--- src/rtl/div_by_n_serial_pkg.sv ---
// Shared types for the serial divisibility checker: FSM states and bit-order modes.
package div_by_n_pkg;
    typedef enum logic {
        IDLE = 1'b0,
        RUN  = 1'b1
    } state_e;

    localparam logic MSB_FIRST = 1'b0;
    localparam logic LSB_FIRST = 1'b1;
endpackage

--- src/rtl/div_by_n_serial_mod_add_reduce.sv ---
// Single conditional subtract: r = t mod D, valid whenever t < 2*D.
module mod_add_reduce
    import div_by_n_pkg::*;
#(
    parameter int DIV_W = 4
) (
    input  logic [DIV_W:0]   t_i,
    input  logic [DIV_W-1:0] d_i,
    output logic [DIV_W-1:0] r_o
);
    logic [DIV_W:0] diff;

    assign diff = t_i - {1'b0, d_i};
    assign r_o  = (t_i >= {1'b0, d_i}) ? diff[DIV_W-1:0] : t_i[DIV_W-1:0];
endmodule

--- src/rtl/div_by_n_serial.sv ---
// Serial (value mod D) tracker over framed bitstreams, MSB- or LSB-first, with
// per-beat remainder, end-of-frame result pulse and protocol error pulse.
module div_by_n_serial
    import div_by_n_pkg::*;
#(
    parameter int DIV_W = 4,
    parameter int CNT_W = 16
) (
    input  logic             clk,
    input  logic             reset,
    input  logic [DIV_W-1:0] cfg_div_i,
    input  logic             cfg_lsb_first_i,
    input  logic             valid_i,
    input  logic             sof_i,
    input  logic             eof_i,
    input  logic             x_i,
    output logic [DIV_W-1:0] rem_o,
    output logic             div_o,
    output logic [CNT_W-1:0] len_o,
    output logic             result_valid_o,
    output logic             busy_o,
    output logic             err_o
);
    state_e           state_q, state_d;
    logic [DIV_W-1:0] d_q, d_d, rem_q, rem_d, pow_q, pow_d;
    logic             mode_q, mode_d, div_q, div_d, rv_q, rv_d, err_q, err_d;
    logic [CNT_W-1:0] len_q, len_d;

    logic             sof_beat, mode_eff;
    logic [DIV_W-1:0] d_eff, rem_base, pow_base, rem_red, pow_red, rem_nxt, pow_nxt;
    logic [DIV_W:0]   rem_t, pow_t;

    // A SOF beat computes from fresh cfg and base state instead of the latched frame.
    assign sof_beat = valid_i & sof_i;
    assign d_eff    = sof_beat ? cfg_div_i : d_q;
    assign mode_eff = sof_beat ? cfg_lsb_first_i : mode_q;
    assign rem_base = sof_beat ? '0 : rem_q;
    assign pow_base = sof_beat ? ((cfg_div_i > DIV_W'(1)) ? DIV_W'(1) : '0) : pow_q;

    assign rem_t = (mode_eff == LSB_FIRST) ?
                   ({1'b0, rem_base} + (x_i ? {1'b0, pow_base} : '0)) :
                   {rem_base, x_i};
    assign pow_t = {pow_base, 1'b0};

    mod_add_reduce #(.DIV_W(DIV_W)) u_rem_red (.t_i(rem_t), .d_i(d_eff), .r_o(rem_red));
    mod_add_reduce #(.DIV_W(DIV_W)) u_pow_red (.t_i(pow_t), .d_i(d_eff), .r_o(pow_red));

    // D==0 pins both accumulators at zero; pow only advances in LSB-first mode.
    assign rem_nxt = (d_eff == '0) ? '0 : rem_red;
    assign pow_nxt = (d_eff == '0) ? '0 : ((mode_eff == LSB_FIRST) ? pow_red : pow_base);

    always_comb begin
        state_d = state_q;
        d_d     = d_q;
        mode_d  = mode_q;
        rem_d   = rem_q;
        pow_d   = pow_q;
        len_d   = len_q;
        div_d   = div_q;
        rv_d    = 1'b0;
        err_d   = 1'b0;
        if (valid_i) begin
            if (sof_i) begin
                err_d  = (state_q == RUN) || (cfg_div_i == '0);
                d_d    = cfg_div_i;
                mode_d = cfg_lsb_first_i;
                len_d  = CNT_W'(1);
            end else if (state_q == IDLE) begin
                err_d = 1'b1;
            end else begin
                len_d = (&len_q) ? len_q : len_q + 1'b1;
            end
            if (sof_i || state_q == RUN) begin
                rem_d   = rem_nxt;
                pow_d   = pow_nxt;
                div_d   = (rem_nxt == '0) && (d_eff != '0);
                rv_d    = eof_i;
                state_d = eof_i ? IDLE : RUN;
            end
        end
    end

    always_ff @(posedge clk or posedge reset) begin
        if (reset) begin
            state_q <= IDLE;
            d_q     <= '0;
            mode_q  <= MSB_FIRST;
            rem_q   <= '0;
            pow_q   <= '0;
            len_q   <= '0;
            div_q   <= 1'b0;
            rv_q    <= 1'b0;
            err_q   <= 1'b0;
        end else begin
            state_q <= state_d;
            d_q     <= d_d;
            mode_q  <= mode_d;
            rem_q   <= rem_d;
            pow_q   <= pow_d;
            len_q   <= len_d;
            div_q   <= div_d;
            rv_q    <= rv_d;
            err_q   <= err_d;
        end
    end

    assign rem_o          = rem_q;
    assign div_o          = div_q;
    assign len_o          = len_q;
    assign result_valid_o = rv_q;
    assign busy_o         = (state_q == RUN);
    assign err_o          = err_q;
endmodule

--- config.mk ---
export PLATFORM = sky130hd
export DESIGN_NAME = div_by_n_serial
export DESIGN_NICKNAME = d
export VERILOG_FILES = /design/src/rtl/div_by_n_serial_pkg.sv /design/src/rtl/div_by_n_serial_mod_add_reduce.sv /design/src/rtl/div_by_n_serial.sv
export SDC_FILE = /design/constraint.sdc
export NUM_CORES = 1
export LEC_CHECK = 0
export ABC_AREA = 1
export BUFFER_PORTS_ARGS = -buffer_cell sky130_fd_sc_hd__buf_2
export CORE_MARGIN = 4
export CORE_UTILIZATION = 52
export DETAILED_ROUTE_END_ITERATION = 8
export PLACE_DENSITY = 0.77
export SYNTH_ARGS = -nofsm -noshare
export SYNTH_HDL_FRONTEND = slang
export SYNTH_SLANG_ARGS = --single-unit
--- constraint.sdc ---
create_clock -name clk -period 3.1 [get_ports clk]
set_clock_uncertainty 0.15 [all_clocks]
set_input_delay 0.62 -clock clk [delete_from_list [all_inputs] [get_ports clk]]
set_output_delay 0.62 -clock clk [all_outputs]
set_load 0.005 [all_outputs]
# After elaboration in Yosys (flattened, before gate mapping)
# Cells that the tools add are included.
totals:
  n_memories: 0
  elab_cells: 51
  latch_bits: 0
  rom_bits: 0
  in_bits: 11
  ff_bits: 33
  ram_bits: 0
classes:
  div_mod_pow: 0
  order_cmp: 3
  n_addsub: 4
  n_eq_ne: 1
  mux: 21
  n_mul: 0
  n_shift: 0
  bitwise_logic: 1
  reduce_logical: 12
op_table:
  columns: ["operator", "count"]
  rows:
  - ["16-bit two-way mux", 3]
  - ["4-bit two-way mux", 9]
  - ["16-bit by 1-bit adder with 16-bit output, second input constant", 1]
  - ["16-bit AND reduction", 1]
  - ["4-bit zero test", 3]
  - ["5-bit by 4-bit >= comparator with 1-bit output", 2]
  - ["1-bit two-way mux", 8]
  - ["4-bit subtractor", 2]
  - ["4-bit by 4-bit adder with 5-bit output", 1]
  - ["5-bit two-way mux", 1]
  - ["4-bit by 1-bit > comparator with 1-bit output, second input constant", 1]
  - ["2-bit AND reduction", 2]
  - ["4-bit nonzero test", 1]
  - ["3-bit AND reduction", 1]
  - ["1-bit logical OR", 2]
  - ["2-bit inequality test, second input constant", 1]
  - ["2-bit nonzero test", 1]
  - ["1-bit AND", 1]
  - ["1-bit logical AND", 1]

# Logic depth before layout (Yosys ltp)
# Gate-level depths: netlist of run 1.
logic_depth:
  ltp_word: 11
  depth_mapped: 23
  mapped_depth_nobuf: 23

# Cells and area by module
# Synthesis of run 1 repeated with hierarchy kept, for this count alone.
hier_totals:
  hier_cells: 369
  hier_area_um2: 2665.1
by_module_without_submodules:
  columns: ["module", "n_inst", "area_each_um2", "cells_each", "seq_area_each_um2"]
  rows:
  - ["div_by_n_serial", 1, 2199.6, 291, 825.8]
  - ["mod_add_reduce", 2, 232.7, 39, 0.0]

# Worst setup path after synthesis of run 1
# OpenSTA, ideal clock, no wires.
synth_path:
  kind: "in2reg"
  from: "input valid_i"
  to: "register rem_q[3], in the netlist rem_o[3]"
  arrival_ns: 3.224
  path_slack_ns: -0.406
  required_time_ns: 2.818
  n_path_buf: 0
  cell_stages: 18
  cell_sequence: "nand2_2 > inv_1 > o21ai_0 > nor2_1 > ha_1 > fa_1 > xnor2_1 > nand2_1 > nand2_1 > inv_1 > ha_1 > a21oi_1 > nand2_1 > or2_2 > nor2_1 > nor2_1 > a21oi_1 > a21oi_1"
synth_between:
  elab_chain_len: 8
  word_cells_on_any_way: 14
  cone_classes: "2 x add/sub; 1 x order compare; 8 x mux; 1 x bitwise; 2 x reduce/logical"
synth_rtl:
  columns: ["element", "line", "source"]
  rows:
  - ["start, declared", "div_by_n_serial.sv:13", "input logic valid_i,"]
  - ["1-bit AND", "div_by_n_serial.sv:34", "assign sof_beat = valid_i & sof_i;"]
  - ["4-bit two-way mux", "div_by_n_serial.sv:38", "assign pow_base = sof_beat ? ((cfg_div_i > DIV_W'(1)) ? DIV_W'(1) : '0) : pow_q;"]
  - ["4-bit two-way mux", "div_by_n_serial.sv:41", "({1'b0, rem_base} + (x_i ? {1'b0, pow_base} : '0)) :"]
  - ["4-bit by 4-bit adder with 5-bit output", "div_by_n_serial.sv:41", null]
  - ["5-bit two-way mux", "div_by_n_serial.sv:40", "assign rem_t = (mode_eff == LSB_FIRST) ?"]
  - ["4-bit subtractor or 5-bit by 4-bit >= comparator with 1-bit output (tied branches)", "div_by_n_serial_mod_add_reduce.sv:13, div_by_n_serial_mod_add_reduce.sv:14", null]
  - ["4-bit two-way mux", "div_by_n_serial_mod_add_reduce.sv:14", "assign r_o = (t_i >= {1'b0, d_i}) ? diff[DIV_W-1:0] : t_i[DIV_W-1:0];"]
  - ["4-bit two-way mux", "div_by_n_serial.sv:49", "assign rem_nxt = (d_eff == '0) ? '0 : rem_red;"]
  - ["end signal, assigned", "div_by_n_serial.sv:98", "rem_q <= rem_d;"]
  - ["end, declared", "div_by_n_serial.sv:25", "logic [DIV_W-1:0] d_q, d_d, rem_q, rem_d, pow_q, pow_d;"]
# Parallel ways exist; a longest one is shown, timed or not.
# A chain may end at the register's enable or synchronous reset.

# Worst setup path in the final report of run 1
layout_path:
  from: "input valid_i"
  to: "register div_q, in the netlist div_o"
layout_between:
  elab_chain_len: 10
  word_cells_on_any_way: 17
  cone_classes: "2 x add/sub; 1 x order compare; 8 x mux; 1 x bitwise; 5 x reduce/logical"
layout_rtl:
  columns: ["element", "line", "source"]
  rows:
  - ["1-bit AND", "div_by_n_serial.sv:34", null]
  - ["4-bit two-way mux", "div_by_n_serial.sv:38", null]
  - ["4-bit two-way mux", "div_by_n_serial.sv:41", null]
  - ["4-bit by 4-bit adder with 5-bit output", "div_by_n_serial.sv:41", null]
  - ["5-bit two-way mux", "div_by_n_serial.sv:40", null]
  - ["4-bit subtractor or 5-bit by 4-bit >= comparator with 1-bit output (tied branches)", "div_by_n_serial_mod_add_reduce.sv:13, div_by_n_serial_mod_add_reduce.sv:14", null]
  - ["4-bit two-way mux", "div_by_n_serial_mod_add_reduce.sv:14", null]
  - ["4-bit two-way mux", "div_by_n_serial.sv:49", null]
  - ["4-bit zero test", "div_by_n_serial.sv:76", "div_d = (rem_nxt == '0) && (d_eff != '0);"]
  - ["1-bit logical AND", "div_by_n_serial.sv:76", null]
  - ["end signal, assigned", "div_by_n_serial.sv:101", "div_q <= div_d;"]
  - ["end, declared", "div_by_n_serial.sv:26", "logic mode_q, mode_d, div_q, div_d, rv_q, rv_d, err_q, err_d;"]
# Parallel ways exist; a longest one is shown, timed or not.

==> results.toml, run 1 <==
[place]
numPortBuffers = 34
gp_congestion = 0.969
place_inst = 430
dp_hpwl_um = 4570

[routing]
dr_total_vias = 2388
wirelength_um = 5850
drc = 0
drt_iter0_markers = 259
wl_per_cell_um = 13.3
drt-pass1-iter-count = 5
ant_nets = 0
viasPerCell = 5.41

[synth]
yosysSeqAreaShare_pct = 34.9
ys_ff_latch = 33
yosysWarningCount = 0
ys_types = 31
syn_nets = 352
synthCells = 325
syn_area_per_cell_sq_um = 7.28
syn_area_sq_um = 2360

[sta]
tightest_slew_ps = 797
fmax_ghz = 0.329
whs_ps = 324
min_period_over_period_pct = 98.0
slew_headroom_pct = 46.8
finalSetupViolCount = 0
maxSlewViolCount = 0
rsz0062_at_grt = "yes"
fin_crit_ps = 3040
hold_violations = 0

[critical_path]
worst_setup_path_start_kind = "input port"
ff2ff_setup_slack_ps = 210
required_ps = 3130
cp_max_fo = 6
reg2reg_depth = 19
crit_path_end_kind = "flip-flop"
reg2reg_from = "pow_q[0]"
crit_arrival_ps = 3070
cp_slowest_stage_delay_ps = 390
crit_chain = "buf_8 > nand2_8 > inv_8 > o21ai_2 > nor2_2 > ha_2 > fa_2 > xnor2_1 > nand2_1 > nand2_2 > inv_1 > ha_4 > a21oi_2 > nand3_1 > nand2_2 > nand3_2 > nand2_2 > nand3_2 > nand2_1 > nor2_1 > nand2_1 > nand2_1"
cp_common_cell = "nand2_1"
r2r_end = "div_o"
worst_path_max_delay_cell = "fa_2"
crit_type = "in -> reg"

[cells_and_area]
antenna_cells = 0
mostFrequentLayoutCells = "79 x nand2_1, 38 x inv_1, 33 x dfrtp_1, 32 x buf_2, 29 x nand3_1"
syn_to_final_growth_pct = 26.5
fin_util_pct = 68.2
final_common_cell = "nand2_1"
fin_cells = 441
final_layout_size_suffix_gt1_share_pct = 27.8
nets = 415

[clock_tree]
numCtsBuffers = 5
postCtsHoldBufs = 0
clkLatencyLatePin_ps = 290
cts_tree = "built"
cts_sinks = 33
clockRootBuffer = "clkbuf_8"
clk_pin_slew_ps = 70
clockBufferDepth = 2
h-tree-depth = 2

[pwr]
max-vdd-ir-drop_v = 0.000412
leakage_nw = 1.54
p_per_area_nw_per_um2 = 614

[die]
die_w_um = 75.4
die_h_um = 75.4
rows = 24
start_util_pct = 53.9
boundaryPins = 35
core_area_sq_um = 4380
dieArea_sq_um = 5690

[global_route]
met2_usage_pct = 33.7
busiest_layer = "met2"
grt_overflow = 0
grt_pass1_vias = 2178
antenna_found_initial = 0
grt_util_all_layers_pct = 21.9
grt_max_degree = 22
grt_pass1_wl_um = 9570
use_met1_pct = 31.1
grtUsageMet3_pct = 4.62

[job]
cap_violations = 0

[outcome]
status = "completed"

[min_path]
hp-class = "in -> async"
[synth_stat cells]
cell / instances / share of area [%]
o31ai_1: 7 / 2.2
inv_2: 4 / 0.63
or2_2: 1 / 0.26
o21ai_1: 11 / 2.3
clkbuf_1: 1 / 0.16
nand4_1: 6 / 1.6
nor4_1: 3 / 0.79
o22ai_1: 1 / 0.26
o21ai_0: 9 / 1.9
ha_1: 13 / 6.9
dfrtp_1: 33 / 35
nand2_4: 1 / 0.48
nand3b_1: 2 / 0.63
nand2_2: 4 / 1.1
nand3_1: 34 / 7.2
or2_1: 1 / 0.26
a21oi_1: 9 / 1.9
o21ai_2: 3 / 1.1
nor3_1: 8 / 1.7
a21oi_2: 1 / 0.37
buf_4: 1 / 0.32
buf_6: 2 / 0.95
inv_1: 41 / 6.5
o211ai_1: 1 / 0.32
xor2_1: 10 / 3.7
nand2_1: 83 / 13
xnor2_1: 2 / 0.74
fa_1: 3 / 2.5
buf_2: 2 / 0.42
nor2_1: 26 / 4.1
a31oi_1: 2 / 0.53
[how the worst max path moves through the flow]
stage,startpoint,end,cells past startpoint
after floorplan,valid_i,rem_o[3],19
after global placement,valid_i,div_o,22
after detailed placement,valid_i,div_o,22
after CTS,sof_i,div_o,23
after global routing,valid_i,div_o,22
final,valid_i,div_o,22
[worst max-delay path: cells and delay by family]
kind | cells | cell delay (ps)
adders and majority gates | 3 | 810
xor gates and xnor gates | 1 | 160
and+or+nand+nor | 13 | 960
AOI/OAI and AO/OA | 2 | 300
buffers and inverters | 3 | 210
[state kept, by name (all words and copies together), names as in the netlist]
| name | count |
|---|---|
| rem_o | 4 |
| d_q | 4 |
| pow_q | 4 |
| div_o | 1 |
| mode_q | 1 |
| err_o | 1 |
| len_o | 16 |
| result_valid_o | 1 |
| busy_o | 1 |
[cell type report]
| cell class | instances | area, sq um |
|---|---|---|
| fillers | 383 | 1390 |
| flip-flops and latches | 33 | 826 |
| clock inverters | 3 | 17.5 |
| multi-input cells | 241 | 1440 |
| clock buffers | 5 | 68.8 |
| repair buffers | 62 | 397 |
| well taps | 52 | 65.1 |
| inverters | 45 | 176 |
[cell families after synthesis]
| logic type | count (synthesis) | synth area share (%) |
|---|---|---|
| flops | 33 | 34.9 |
| xor+xnor | 12 | 4.44 |
| compound gates | 44 | 11.0 |
| fa+ha+maj | 16 | 9.42 |
| simple gates | 169 | 31.3 |
| buf+inv | 51 | 8.99 |
[report_power, final]
part           switching (mW)  internal (mW)  leakage, nW  total, mW
registers              0.0589          0.502        0.434      0.561
logic                   0.545          0.410         1.06      0.955
clock network           0.164          0.155       0.0439      0.319
total                   0.768           1.07         1.54       1.84
[per-stage QoR]
step / power, mW / setup slack [ps] / cell area (sq um) / setup TNS, ps
3_3_place_gp: 1.43 / -288 / 2800 / -1160
6_report: 1.84 / 63.3 / 2990 / 0
3_5_place_dp: 1.44 / -383 / 2800 / -1670
5_1_grt: 2.00 / -118 / 2990 / -396
2_1_floorplan: 1.17 / -37.6 / 2420 / -72.4
4_1_cts: 1.80 / 2.77 / 2940 / 0
[metal layers]
metal  part of all wire, %  wire length [um]
met2                    44              2590
met4                   1.8               105
met5                     0                 0
met1                    46              2670
met3                   8.3               484
[what timing repair did]
item                       CTS  global route
gates resized for setup      8            15
buffers inserted             2             1
setup endpoints to repair    3             5
pin swaps                    9            14
(Power assumes the default switching activity.)
==> run 2: changes to the inputs <==
--- a/config.mk
+++ b/config.mk
@@ -10,7 +10,7 @@
 export CORE_MARGIN = 4
 export CORE_UTILIZATION = 52
 export DETAILED_ROUTE_END_ITERATION = 8
-export PLACE_DENSITY = 0.77
+export PLACE_DENSITY = 0.82
 export SYNTH_ARGS = -nofsm -noshare
 export SYNTH_HDL_FRONTEND = slang
 export SYNTH_SLANG_ARGS = --single-unit
==> run 2 against run 1 <==
Compared with the run above:
- the run now ends with setup timing left
- wire length increased by 12%
- design area is 1.4% higher
- first-iteration DRC count grew 15%
- clock power decreased by 3%
- highest routed layer unchanged
- power rose by 6.3%
- fmax fell by 3.3%
- critical path depth down 2
==> results.toml, run 2 (same netlist as run 1, synthesis figures left out) <==
[outcome]
violations = "setup timing"
status = "finished with violations"

[place]
gp_congestion = 1.01
dp_hpwl_um = 4760
numPortBuffers = 34

[pwr]
leakage_nw = 1.56
p_per_area_nw_per_um2 = 644
max-vdd-ir-drop_v = 0.000511
finalPower_mw = 1.95

[routing]
wirelength_um = 6530
dr_total_vias = 2498
ant_nets = 0
drt_iter0_markers = 298
drt-pass1-iter-count = 5
viasPerCell = 5.68
drc = 0
wl_per_cell_um = 14.8

[sta]
slew_headroom_pct = 57.2
fmax_ghz = 0.318
tightest_slew_ps = 636
final.setup.worst_slack_ps = -39.8
hold_violations = 0
finalSetupViolCount = 3
fin_crit_ps = 3140
maxSlewViolCount = 0
min_period_over_period_pct = 101
rsz0062_at_grt = "yes"

[die]
core_area_sq_um = 4380
die_w_um = 75.4
dieArea_sq_um = 5690
die_h_um = 75.4
start_util_pct = 53.9
rows = 24
boundaryPins = 35

[global_route]
grt_pass1_vias = 2234
grt_max_degree = 34
antenna_found_initial = 0
grt_util_all_layers_pct = 23.1
grt_overflow = 0
grt_pass1_wl_um = 10200

[critical_path]
required_ps = 3120
crit_arrival_ps = 3160
cp_max_fo = 4
worst_path_max_delay_cell = "fa_2"
crit_path_end_kind = "flip-flop"
cp_slowest_stage_delay_ps = 420
worst_setup_path_start_kind = "input port"
crit_chain = "buf_6 > nor2_4 > nand3_2 > o21ai_2 > nor2_1 > ha_2 > fa_2 > xnor2_2 > nand2_1 > nand2_2 > inv_2 > ha_4 > a21oi_4 > nand3_2 > nand2_4 > inv_2 > nor2_4 > nand3_2 > a21oi_2 > a21oi_1"
crit_type = "in -> reg"
cp_common_cell = "nand3_2"

[job]
cap_violations = 0

[cells_and_area]
final_common_cell = "nand2_1"
mostFrequentLayoutCells = "80 x nand2_1, 37 x inv_1, 33 x dfrtp_1, 30 x buf_2, 29 x buf_4"
fin_util_pct = 69.2
largest_register_ffs = 16
nets = 416
antenna_cells = 0
final_layout_size_suffix_gt1_share_pct = 28.6
syn_to_final_growth_pct = 28.3

[clock_tree]
numCtsBuffers = 5
postCtsHoldBufs = 0
clkLatencyLatePin_ps = 290
clockBufferDepth = 2
clk_pin_slew_ps = 70
h-tree-depth = 2
cts_tree = "built"
clockRootBuffer = "clkbuf_8"
cts_sinks = 33

[min_path]
hp-class = "in -> async"
-- run 2: worst paths after layout --
path	start	to	slack, ps	cells after the start
max	cfg_div_i[2]	rem_o[3]	-40	20
min	reset	d_q[1]	260	3
max reg2reg	pow_q[0]	rem_o[3]	80	17
min reg2reg	pow_q[1]	pow_q[1]	340	2
max in group asynchronous	reset	rem_o[0]	2240	3
min in group clk	pow_q[1]	pow_q[1]	340	2
-- run 2: repair_timing --
| action | CTS | global route |
|---|---|---|
| gates resized for setup | 7 | 26 |
| buffers inserted | 1 | 2 |
| gates cloned | 0 | 0 |
| pin swaps | 3 | 18 |
| setup endpoints to repair | 3 | 5 |
-- run 2: layout make-up --
| cell class | count | area, sq um |
|---|---|---|
| multi-input combinational | 241 | 1480 |
| fill | 344 | 1350 |
| sequential | 33 | 826 |
| timing repair buffer | 63 | 417 |
| inverter | 45 | 176 |
| clock buffer | 5 | 68.8 |
| tap | 52 | 65.1 |
| clock inverter | 1 | 5.00 |
-- run 2: per-stage QoR --
step / setup WS [ps] / cells / instance area (sq um) / TNS (ps) / hold WS (ps)
6_report: -39.8 / 440 / 3030 / -81.2 / 257
5_1_grt: -136 / 440 / 3030 / -379 / 306
4_1_cts: 1.65 / 438 / 2920 / 0 / 282
3_5_place_dp: -367 / 431 / 2810 / -1530 / 323
3_3_place_gp: -247 / 431 / 2810 / -1000 / 318
2_1_floorplan: -37.6 / 325 / 2420 / -72.4 / 299
-- run 2: routing by layer --
metal	vias to the layer above	share of wire (%)	track usage [%]
met5	-	0	0
met4	0	2.2	6.80
met3	20	7.8	4.22
met2	121	47	37.6
met1	1162	43	31.5
li1	1195	-	-
-- run 2: worst max-delay path: cells and delay by family --
kind	cells	cell delay, ps
AO/OA/AOI/OAI	4	470
buffers and inverters	3	200
adder cells (fa/ha/maj)	3	880
XOR/XNOR	1	150
AND/OR/NAND/NOR	9	860
-- run 2: report_power, final --
group	internal [mW]	switching [mW]	total [mW]
combinational	0.464	0.615	1.08
clock	0.148	0.160	0.308
sequential	0.503	0.0613	0.564
total	1.11	0.837	1.95
